$ cat src/rtl/mem_arb_multi.sv
// N-channel memory request arbiter: round-robin or fixed priority, with an
// in-order tag FIFO routing read data back to the channel that issued it.
module mem_arb_multi #(
    parameter int CHANNELS = 3,
    parameter int ADDRESS  = 21,
    parameter int WIDTH    = 32,
    parameter int RDEPTH   = 4,
    parameter int FIXEDPRI = 0,
    localparam int BES     = WIDTH / 8
) (
    input  logic                        mem_clk_i,
    input  logic                        reset_ni,
    input  logic [CHANNELS-1:0]         ch_read_i,
    input  logic [CHANNELS-1:0]         ch_write_i,
    input  logic [CHANNELS*ADDRESS-1:0] ch_addr_i,
    input  logic [CHANNELS*BES-1:0]     ch_bes_ni,
    input  logic [CHANNELS*WIDTH-1:0]   ch_data_i,
    output logic [CHANNELS-1:0]         ch_rack_o,
    output logic [CHANNELS-1:0]         ch_wack_o,
    output logic [CHANNELS-1:0]         ch_ready_o,
    output logic [WIDTH-1:0]            ch_data_o,
    output logic                        busy_o,
    output logic                        mem_read_o,
    output logic                        mem_write_o,
    input  logic                        mem_ack_i,
    input  logic                        mem_ready_i,
    output logic [ADDRESS-1:0]          mem_addr_o,
    output logic [BES-1:0]              mem_bes_no,
    output logic [WIDTH-1:0]            mem_data_o,
    input  logic [WIDTH-1:0]            mem_data_i
);
    localparam int CW = $clog2(CHANNELS);
    localparam int PW = $clog2(RDEPTH);
    localparam int NW = PW + 1;

    typedef enum logic {IDLE = 1'b0, ISSUE = 1'b1} state_t;

    state_t state, state_nxt;

    logic [CHANNELS-1:0][ADDRESS-1:0] addr_a;
    logic [CHANNELS-1:0][BES-1:0]     bes_a;
    logic [CHANNELS-1:0][WIDTH-1:0]   data_a;

    logic [CW-1:0]             last_grant, cur_ch, pick, cand;
    logic                      found, grant, done, full, take_rd, push, pop;
    logic [CHANNELS-1:0]       elig;
    logic [RDEPTH-1:0][CW-1:0] tags;
    logic [PW-1:0]             wptr, rptr;
    logic [NW-1:0]             count;

    function automatic logic [CHANNELS-1:0] onehot(input logic [CW-1:0] c);
        logic [CHANNELS-1:0] v;
        v    = '0;
        v[c] = 1'b1;
        return v;
    endfunction

    assign addr_a = ch_addr_i;
    assign bes_a  = ch_bes_ni;
    assign data_a = ch_data_i;

    // Reads are only eligible while a tag slot is free; writes always are.
    assign full    = (count == NW'(RDEPTH));
    assign elig    = ch_write_i | (ch_read_i & {CHANNELS{~full}});
    assign take_rd = ch_read_i[pick] & ~full;

    always_comb begin
        found = 1'b0;
        pick  = '0;
        cand  = '0;
        for (int i = 0; i < CHANNELS; i++) begin
            if (FIXEDPRI != 0) cand = CW'(i);
            else               cand = CW'((int'(last_grant) + 1 + i) % CHANNELS);
            if (!found && elig[cand]) begin
                found = 1'b1;
                pick  = cand;
            end
        end
    end

    always_ff @(posedge mem_clk_i or negedge reset_ni) begin
        if (!reset_ni) state <= IDLE;
        else           state <= state_nxt;
    end

    always_comb begin
        state_nxt = state;
        grant     = 1'b0;
        done      = 1'b0;
        case (state)
            IDLE: if (found) begin
                grant     = 1'b1;
                state_nxt = ISSUE;
            end
            ISSUE: if (mem_ack_i) begin
                done      = 1'b1;
                state_nxt = IDLE;
            end
            default: state_nxt = IDLE;
        endcase
    end

    always_ff @(posedge mem_clk_i or negedge reset_ni) begin
        if (!reset_ni) begin
            mem_read_o  <= 1'b0;
            mem_write_o <= 1'b0;
            mem_addr_o  <= '0;
            mem_bes_no  <= '0;
            mem_data_o  <= '0;
            cur_ch      <= '0;
            last_grant  <= CW'(CHANNELS - 1);
        end else if (grant) begin
            mem_read_o  <= take_rd;
            mem_write_o <= ~take_rd;
            mem_addr_o  <= addr_a[pick];
            mem_bes_no  <= bes_a[pick];
            mem_data_o  <= data_a[pick];
            cur_ch      <= pick;
        end else if (done) begin
            mem_read_o  <= 1'b0;
            mem_write_o <= 1'b0;
            last_grant  <= cur_ch;
        end
    end

    assign ch_rack_o = (done && mem_read_o)  ? onehot(cur_ch) : '0;
    assign ch_wack_o = (done && mem_write_o) ? onehot(cur_ch) : '0;

    // Read data returns in issue order, so the FIFO head names its owner.
    assign push = done & mem_read_o;
    assign pop  = mem_ready_i & (count != '0);

    always_ff @(posedge mem_clk_i or negedge reset_ni) begin
        if (!reset_ni) begin
            tags       <= '0;
            wptr       <= '0;
            rptr       <= '0;
            count      <= '0;
            ch_ready_o <= '0;
            ch_data_o  <= '0;
        end else begin
            if (push) begin
                tags[wptr] <= cur_ch;
                wptr       <= wptr + PW'(1);
            end
            if (pop) begin
                rptr      <= rptr + PW'(1);
                ch_data_o <= mem_data_i;
            end
            ch_ready_o <= pop ? onehot(tags[rptr]) : '0;
            case ({push, pop})
                2'b10:   count <= count + NW'(1);
                2'b01:   count <= count - NW'(1);
                default: count <= count;
            endcase
        end
    end

    assign busy_o = (state == ISSUE) | (count != '0);

endmodule

$ cat config.mk
export PLATFORM = sky130hd
export DESIGN_NAME = mem_arb_multi
export DESIGN_NICKNAME = d
export VERILOG_FILES = /design/src/rtl/mem_arb_multi.sv
export SDC_FILE = /design/constraint.sdc
export NUM_CORES = 1
export LEC_CHECK = 0
export ABC_AREA = 0
export CORE_ASPECT_RATIO = 1.2
export CORE_MARGIN = 10
export CORE_UTILIZATION = 37
export DETAILED_ROUTE_END_ITERATION = 10
export PLACE_DENSITY = 0.79
export SYNTH_ARGS = -nofsm -noshare
export SYNTH_HDL_FRONTEND = slang
export SYNTH_SLANG_ARGS = --single-unit
export TNS_END_PERCENT = 100
$ cat constraint.sdc
create_clock -name mem_clk_i -period 2.7 [get_ports mem_clk_i]
set_clock_uncertainty 0.15 [all_clocks]
set_input_delay 0.54 -clock mem_clk_i [delete_from_list [all_inputs] [get_ports mem_clk_i]]
set_output_delay 0.54 -clock mem_clk_i [all_outputs]
set_load 0.005 [all_outputs]
Word-level counts from Yosys, hierarchy flattened
Cells that the tools add are included.
{"block": "totals", "word_cells": 106, "in_bits": 213, "output_inout_bits": 101, "register_bits": 114}
{"block": "op_classes", "n_bitwise": 10, "add_sub_neg": 7, "n_reduce_logical": 13, "order_cmp": 11, "muxes": 42, "eq_ne": 3, "div_mod_pow": 3}
{"cell": "remainder unit 32 x 3 -> 32 bit, second input constant", "n": 3}
{"cell": "binary-select mux 32 bit (select 2 bit)", "n": 1}
{"cell": "binary-select mux 21 bit (select 2 bit)", "n": 1}
{"cell": "adder 32 x 2 -> 32 bit, second input constant", "n": 1}
{"cell": "two-way mux 32 bit", "n": 1}
{"cell": "< comparator 2 x 3 -> 1 bit, second input constant", "n": 8}
{"cell": "two-way mux 21 bit", "n": 1}
{"cell": "two-way mux 1 bit", "n": 17}
{"cell": "two-way mux 2 bit", "n": 5}
{"cell": "two-way mux 3 bit", "n": 3}
{"cell": "binary-select mux 1 bit (select 2 bit)", "n": 4}
{"cell": "binary-select mux 4 bit (select 2 bit)", "n": 1}
{"cell": "bitwise mux 8 bit", "n": 1}
{"cell": "logical AND 1 bit", "n": 7}
{"cell": ">= comparator 2 x 1 -> 1 bit, second input constant", "n": 3}
{"cell": "case mux 3 bit (2 select lines)", "n": 1}
{"cell": "adder 2 x 1 -> 2 bit, second input constant", "n": 2}
{"cell": "adder 3 x 2 -> 4 bit, second input constant", "n": 1}
{"cell": "binary-select mux 2 bit (select 2 bit)", "n": 1}
{"cell": "demux 1 bit (select 2 bit)", "n": 2}
{"cell": "demux 2 bit (select 2 bit)", "n": 1}
{"cell": "two-way mux 4 bit", "n": 1}
{"cell": "NOT 1 bit", "n": 4}
{"cell": "nonzero test 2 bit", "n": 2}
{"cell": "other kinds (14)", "n": 17}

Depth between registers and ports, before layout
Gate-level depths: netlist of run 1.
{"block": "logic_depth", "depth_word": 18, "depth_mapped": 11, "depth_no_buf": 8}

Worst setup path after synthesis of run 1
Ideal clock, no wire load.
{"block": "synth_timing", "path_kind": "register -> register", "from": "register count[0]", "to": "register count[1]", "setup_time_ns": 0.083, "required_time_ns": 2.467, "n_path_buf": 2, "synth_period_minus_slack_ns": 2.555, "path_slack_ns": 0.145, "stages_incl_launch_ff": 9, "arrival_ns": 2.322, "path_cell_list": "dfrtp_1 -> buf_2 -> o31ai_2 -> clkinv_1 -> clkbuf_1 -> ha_1 -> inv_1 -> fa_1 -> o21ai_0"}
{"block": "synth_between", "elab_chain_len": 4, "elab_cells_between_ends": 8, "cone_classes": "add/sub (2); eq/ne (2); mux (1); bitwise (1); reduce/logical (2)"}
{"element": "start, declared", "line_no": "49", "rtl": "logic [NW-1:0] count;"}
{"element": "start signal, assigned", "line_no": "152", "rtl": "2'b10: count <= count + NW'(1);"}
{"element": "start signal, assigned", "line_no": "153", "rtl": "2'b01: count <= count - NW'(1);"}
{"element": "start signal, assigned", "line_no": "154", "rtl": "default: count <= count;"}
{"element": "nonzero test 3 bit (*)", "line_no": "131", "rtl": "assign pop = mem_ready_i & (count != '0);"}
{"element": "AND 1 bit (*)", "line_no": "131"}
{"element": "named net pop", "line_no": "45", "rtl": "logic found, grant, done, full, take_rd, push, pop;"}
{"element": "equality test 2 x 1 -> 1 bit or equality test 2 bit (tied branches)", "line_no": "151", "rtl": "case ({push, pop})"}
{"element": "case mux 3 bit (2 select lines) or nonzero test 2 bit (tied branches)"}
Mark *: on every way through the listed nets, which the timed path passes. The rest lies on a longest branch.
A chain may end at the register's enable or synchronous reset.

Final worst setup path of run 1
{"block": "layout_timing", "from": "register count[0]", "to": "output busy_o"}
{"block": "layout_between", "elab_chain_len": 2}
{"element": "nonzero test 3 bit", "line_no": "159", "rtl": "assign busy_o = (state == ISSUE) | (count != '0);"}
{"element": "OR 1 bit", "line_no": "159"}
{"element": "end, declared", "line_no": "22", "rtl": "output logic busy_o,"}
Every way passes these cells.

==> reports/results.ini, run 1 <==
[job]
cap_violations = 0

[timing]
finalSetupViolations = 0
slew_headroom_pct = 72.0
final.setup.worst_slack_ns = 0.0957
hold_viol = 0
period_share_pct = 96.5
max_freq_mhz = 384
finalSetupTns_ns = 0
worst_slew_pin_slew_ns = 0.419
finalMaxSlewViolations = 0
period_needed_ns = 2.60
rsz0062_at_grt = no

[cts]
cts_root_buf = clkbuf_16
clkTransAtPathRegs_ns = 0.06
clk_latency_ns = 0.40
cts_buffers = 17
cts_setup_buffers = 0
h-tree-depth = 4
cts_tree = built
clock_path_buffers = 2
clkSinkCount = 114

[place]
hpwl_um = 17700
dpl_cell_area_um2 = 9690
place_congestion = 0.859
port_buffers = 313
place_ws_ns = -0.0129

[drt]
wirelength_um = 22600
avgViaCountPerCell = 5.04
antenna_left = 0
drt_iter0_drc = 381
vias = 6284
dr.pass1.iters = 5
wire_per_inst_um = 18.2
drc = 0

[floorplanning]
fp.dieH_um = 162
io_pins = 314
rows = 51
die-area_um2 = 22500
coreArea_um2 = 16400
initial_core_util_pct = 38.0
die_x_um = 138

[global_route]
overflow = 0
grt_pass1_vias = 6587
grt_max_degree = 76
antenna_found_initial = 0
grt_use_total_pct = 19.4
grt_pass1_wl_um = 35600

[power_and_ir_drop]
power_frac_comb_pct = 57.9
switchingPower_mw = 4.81
pwr-share-clk_pct = 16.7
ir_worst_vdd_uv = 674
swShare_pct = 39.6
total_power_mw = 12.2
seqPwrFrac_pct = 25.4
powerDensity_nw_per_um2 = 1190
power.internal_mw = 7.35
power.leakage_nw = 4.51

[finish]
area_delta_synth_final_pct = 64.6
nFillCells = 1397
nNetsFinal = 1242
design_area_um2 = 10300
diodes = 0
most-common-layout-cells = clkdlybuf4s50_1 (309), nor2_1 (124), dfrtp_1 (113)
layout-drive-gt1-share_pct = 10.3
mostFrequentLayoutCell = clkdlybuf4s50_1

[worst_hold_path]
hold_path_class = reg2reg
holdPathStages = 2

[worst_setup_path]
critPathMaxFanout = 7
path_class = reg2out
arrival_ns = 1.91
reg2reg_depth = 8
endpoint_kind = primary output
critPathRequiredTime_ns = 2.01
worst_setup_path_start_kind = flip-flop

[synth]
synth_cells = 722
synthFlopType = dfrtp_1
postSynthRegisterBits = 114
syn-cell-area_um2 = 6230
ys_warn_count = 0
synth_cell_types = 50
avgSynthCellArea_um2 = 8.63
syn-num-nets = 943
async_flop_share_pct = 100
ys_seq_area_share_pct = 45.8
synth-edff-count = 0

[run_status]
status = finished, final reports clean

stage by stage:
step,utilization [%],cells,hold WS (ns)
floorplan,-,722,0.0944
global placement,59.1,1213,0.306
detailed placement,59.1,1213,0.311
CTS,62.4,1246,0.325
global route,62.5,1246,0.339
finish,62.5,1246,0.320
cell type report:
class                   instances  area, µm²  share of cell area (%)
clock buffers                  20        457                    4.45
clock inverters                12       85.1                   0.829
inverters                      11       41.3                   0.403
multi-input cells             536       3070                    29.9
flip-flops and latches        114       2850                    27.8
well taps                     212        265                    2.59
repair buffers                341       3480                    34.0
metal layers:
layer / routed length [µm] / vias up / global-route usage (%)
met4: 318 / 0 / 5.37
met1: 8580 / 2928 / 20.9
met2: 11300 / 254 / 33.6
met5: 0 / - / 0
met3: 2440 / 19 / 8.96
li1: - / 3083 / -
registers in the layout, summed over array words and instances, names as in the netlist, 2 cells and up:
register,cells
wptr,2
last_grant,2
tags,8
mem_addr_o,21
rptr,2
mem_data_o,32
mem_bes_no,4
cur_ch,2
ch_ready_o,3
count,3
ch_data_o,32
power groups by stage:
| stage | Clock [mW] | Combinational, mW | Sequential, mW |
|---|---|---|---|
| 2_1_floorplan | 0 | 4.20 | 3.02 |
| 3_3_place_gp | 0 | 6.95 | 3.07 |
| 3_5_place_dp | 0 | 7.12 | 3.08 |
| 4_1_cts | 2.08 | 7.12 | 3.09 |
| 5_1_grt | 2.18 | 7.76 | 3.19 |
| 6_report | 2.03 | 7.04 | 3.09 |
worst max-delay path, stage by stage (launching register included):
cell and delay, ns:
dfrtp_1 0.49, or4_1 0.55, clkdlybuf4s50_1 0.48
cells in the mapped netlist, types with 2 or more instances:
master	instances	area [µm²]
dfrtp_1	113	2830
a22o_1	57	499
nand3_2	20	200
a21oi_1	4	20.0
nor2_1	124	465
xnor2_1	4	35.0
o21ai_0	64	320
nand2_1	112	420
ha_1	7	87.6
o21ai_1	3	15.0
nand2b_1	3	18.8
nand3_1	97	485
buf_12	3	60.1
nor3_1	3	15.0
mux4_2	2	45.0
buf_2	14	70.1
buf_1	2	7.51
mux2_2	10	113
buf_6	4	45.0
xor2_1	2	17.5
clkbuf_1	36	135
inv_1	10	37.5
path summary, 6_finish.rpt:
path                               start        endpoint  slack [ns]
setup / recovery                count[0]          busy_o         0.1
setup reg to reg           last_grant[1]  mem_addr_o[17]        0.19
max in group asynchronous       reset_ni   mem_addr_o[2]        1.19
hold reg to reg             ch_data_o[0]    ch_data_o[0]        0.32
min in group asynchronous       reset_ni    ch_data_o[1]        0.47
hold / removal              ch_data_o[0]    ch_data_o[0]        0.32
cell families after synthesis:
logic type	count (synthesis)	share of synthesized area, %
AND/OR/NAND/NOR	369	27.2
AO/OA/AOI/OAI	141	16.0
flip-flops	114	45.8
buffers and inverters	72	5.96
multiplexers	12	2.53
adder cells (fa/ha/maj)	8	1.73
XOR/XNOR	6	0.843
what timing repair did:
item / CTS / global route
endpoints found under the hold margin: 24 / 0
cloned: 0 / 0
gates resized for setup: 1 / 5
setup endpoints to repair: 1 / 61
hold buffers: 1 / 0
No activity file was read; power rests on OpenSTA's default activity.
==> run 2: changes to the inputs <==
CORE_MARGIN = 2   (was 10)
==> reports/results.ini, run 2 (synthesized netlist as in run 1, its figures left out) <==
[worst_setup_path]
arrival_ns = 1.93
critPathRequiredTime_ns = 2.01
endpoint_kind = primary output
worst_setup_path_start_kind = input pin
path_class = in2out
critPathMaxFanout = 4

[drt]
antenna_left = 0
drc = 0
avgViaCountPerCell = 5.08
dr.pass1.iters = 4
wire_per_inst_um = 16.5
vias = 6360
drt_iter0_drc = 269
wirelength_um = 20700

[global_route]
grt_pass1_wl_um = 32600
antenna_found_initial = 0
grt_pass1_vias = 6419
overflow = 0
grt_use_total_pct = 23.1
grt_max_degree = 54

[finish]
fin_cells = 1253
layout-drive-gt1-share_pct = 10.7
nNetsFinal = 1246
top_regs = ch_data_o x32, mem_data_o x32, mem_addr_o x21
most-common-layout-cells = clkdlybuf4s50_1 (310), nor2_1 (124), dfrtp_1 (113)
diodes = 0
utilization_pct = 61.8
mostFrequentLayoutCell = clkdlybuf4s50_1
design_area_um2 = 10300
area_delta_synth_final_pct = 65.2

[cts]
cts_tree = built
clk_latency_ns = 0.41
clkSinkCount = 114
cts_root_buf = clkbuf_16
h-tree-depth = 4
clkTransAtPathRegs_ns = 0.06
cts_buffers = 17
clock_path_buffers = 2

[power_and_ir_drop]
powerDensity_nw_per_um2 = 1180
total_power_mw = 12.2
power.leakage_nw = 4.54
ir_worst_vdd_uv = 621

[floorplanning]
coreArea_um2 = 16700
die_x_um = 122
die-area_um2 = 17900
initial_core_util_pct = 37.4
fp.dieH_um = 146
io_pins = 314
rows = 52

[worst_hold_path]
hold_path_class = reg2reg

[timing]
rsz0062_at_grt = yes
whs_ns = 0.322
period_needed_ns = 2.62
worst_slew_pin_slew_ns = 0.525
finalMaxSlewViolations = 0
finalSetupTns_ns = 0
hold_viol = 0
final.setup.worst_slack_ns = 0.0803
period_share_pct = 97.0
slew_headroom_pct = 65.0
max_freq_mhz = 382
finalSetupViolations = 0

[place]
hpwl_um = 15100
dpl_cell_area_um2 = 9720
port_buffers = 313
place_congestion = 0.896
place_ws_ns = -0.0269
placed_cells = 1221

[job]
cap_violations = 0

[run_status]
status = finished, final reports clean

run 2: metal layers:
layer  wire (µm)  global-route usage (%)
met5           0                       0
met4         535                    8.68
met3        1530                    6.17
met2       10300                    40.0
met1        8250                    27.0
run 2: repair_timing:
item	CTS	global route
buffers inserted	0	0
endpoints found under the hold margin	35	0
hold buffers	1	0
setup endpoints to repair	0	5
resized for setup	0	4
run 2: critical path, stage by stage:
cell	delay [ns]
clkdlybuf4s50_1	0.48
and3_1	0.18
inv_1	0.09
nor2_1	0.13
clkdlybuf4s50_1	0.52
run 2: path summary, 6_finish.rpt:
kind | startpoint | to | slack [ns] | cells past startpoint
max in group asynchronous | reset_ni | mem_addr_o[1] | 1.27 | 3
min in group asynchronous | reset_ni | ch_data_o[31] | 0.51 | 2
min reg2reg | ch_data_o[26] | ch_data_o[26] | 0.32 | 2
max | mem_ack_i | ch_rack_o[2] | 0.08 | 5
min | ch_data_o[26] | ch_data_o[26] | 0.32 | 2
max reg2reg | last_grant[1] | mem_addr_o[13] | 0.14 | 9
run 2: cell type report:
cell class | instances | area [µm²]
Sequential cell | 114 | 2850
Clock inverter | 13 | 111
Multi-Input combinational cell | 536 | 3060
Fill cell | 1435 | 6360
Clock buffer | 18 | 439
Timing Repair Buffer | 345 | 3520
Tap cell | 216 | 270
Inverter | 11 | 41.3
run 2: power by group:
group          switching [mW]  internal (mW)  total (mW)
logic                    3.40           3.58        6.98
registers               0.540           2.54        3.08
clock network           0.839           1.28        2.12
total                    4.78           7.40        12.2
==> run 3: changes to the inputs <==
CORE_MARGIN = 4   (was 2)
SETUP_SLACK_MARGIN = 0.5   (was not set)
==> reports/results.ini, run 3 (synthesized netlist as in run 1, its figures left out) <==
[run_status]
status = finished, final reports clean

[timing]
finalMaxSlewViolations = 0
max_freq_mhz = 409
slew_headroom_pct = 69.3
period_share_pct = 90.6
rsz0062_at_grt = yes
final.setup.worst_slack_ns = 0.253
worst_slew_pin_slew_ns = 0.460
hold_viol = 0
finalSetupViolations = 0
period_needed_ns = 2.45
whs_ns = 0.323

[floorplanning]
io_pins = 314
initial_core_util_pct = 38.0
rows = 51
die_x_um = 126
die-area_um2 = 19000
coreArea_um2 = 16400
fp.dieH_um = 150

[worst_setup_path]
crit_family = compound AO/OA/AOI/OAI gates
critPathMaxFanout = 5
critPathMaxStageDelay_ns = 0.57
r2r_end = mem_read_o
reg2reg_depth = 8
crit_chain = ha_4, buf_4, o221ai_4, a21oi_4, buf_4, a211o_4, buf_4, o31a_1
cp.depth = 8
worst_setup_path_start_kind = flip-flop
path_common_cell = buf_4
startpoint = last_grant[1]
endpoint = mem_read_o
crit_buf_inv = 3
reg2reg_from = last_grant[1]
endpoint_kind = flip-flop
path_class = reg2reg
arrival_ns = 2.60
crit_slowest_cell = dfstp_2
rrSetupSlack_ns = 0.25
critPathRequiredTime_ns = 2.85

[finish]
design_area_um2 = 11500
area_delta_synth_final_pct = 84.4
utilization_pct = 70.1
seqCellArea_um2 = 2860
nNetsFinal = 1311
nFillCells = 1208
most-common-layout-cells = clkdlybuf4s50_1 (304), nand2_1 (111), dfrtp_1 (109)
top_regs = ch_data_o x32, mem_data_o x32, mem_addr_o x21
layout-drive-gt1-share_pct = 20.5
mostFrequentLayoutCell = clkdlybuf4s50_1
multi_input_area_um2 = 3370

[place]
port_buffers = 313
dpl_cell_area_um2 = 9910
place_ws_ns = -0.0126
hpwl_um = 16400
place_congestion = 0.857

[power_and_ir_drop]
powerDensity_nw_per_um2 = 1310
total_power_mw = 15.1
ir_worst_vdd_uv = 736
power.leakage_nw = 5.07

[cts]
clkSinkCount = 114
h-tree-depth = 4
clkTransAtPathRegs_ns = 0.06
clock_path_buffers = 2
cts_tree = built
cts_buffers = 17
clk_latency_ns = 0.42
cts_root_buf = clkbuf_16

[drt]
drt_iter0_drc = 531
avgViaCountPerCell = 5.31
wirelength_um = 25700
wire_per_inst_um = 19.5
antenna_left = 0
vias = 6986
dr.pass1.iters = 5
drc = 0

[global_route]
grt_use_total_pct = 24.8
grt_max_degree = 46
grt_pass1_vias = 6802
grt_pass1_wl_um = 36800
antenna_found_initial = 2
overflow = 0

[worst_hold_path]
hold_path_class = reg2reg
holdPathStages = 2

[job]
cap_violations = 0

[run 3: stage by stage]
step | instances | TNS, ns
after floorplan | 722 | 0
after global placement | 1225 | 0
after detailed placement | 1225 | -0.0228
after CTS | 1295 | 0
after global routing | 1316 | 0
final | 1316 | 0
[run 3: worst register-to-register path, cell delays in order, from the launching register on]
cell and delay [ns]:
dfstp_2 0.57, ha_4 0.23, buf_4 0.17, o221ai_4 0.22, a21oi_4 0.12, buf_4 0.17, a211o_4 0.32, buf_4 0.16
o31a_1 0.23
[run 3: metal layers]
metal  track usage [%]  share of wire [%]
met1              28.3                 37
met5                 0              0.043
met2              43.6                 52
met4              9.82                3.3
met3              7.35                8.2
[run 3: area by class of cell]
type | count | area share, %
repair buffers | 407 | 37.9
multi-input cells | 539 | 29.3
flip-flops and latches | 114 | 24.9
clock buffers | 19 | 3.77
well taps | 212 | 2.31
clock inverters | 13 | 1.38
inverters | 11 | 0.370
diodes | 1 | 0.0218
[run 3: worst min path at each step]
stage | start | endpoint | slack [ns]
floorplan | reset_ni | ch_data_o[0] | 0.09
global placement | ch_data_o[22] | ch_data_o[22] | 0.31
detailed placement | ch_data_o[13] | ch_data_o[13] | 0.31
CTS | ch_data_o[13] | ch_data_o[13] | 0.33
global route | ch_data_o[13] | ch_data_o[13] | 0.34
finish | ch_data_o[13] | ch_data_o[13] | 0.32
[run 3: timing repair]
item | in CTS | in global routing
pin swaps | 10 | 3
setup buffers | 28 | 10
gates cloned | 9 | 10
hold endpoints to repair | 31 | 0
hold buffers | 1 | 0
setup endpoints to repair | 69 | 67
gates resized for setup | 68 | 36
[run 3: report_power, final]
part	switching, mW	internal (mW)
Sequential	0.494	2.55
Clock	0.839	1.45
Combinational	4.51	5.22
Total	5.84	9.22
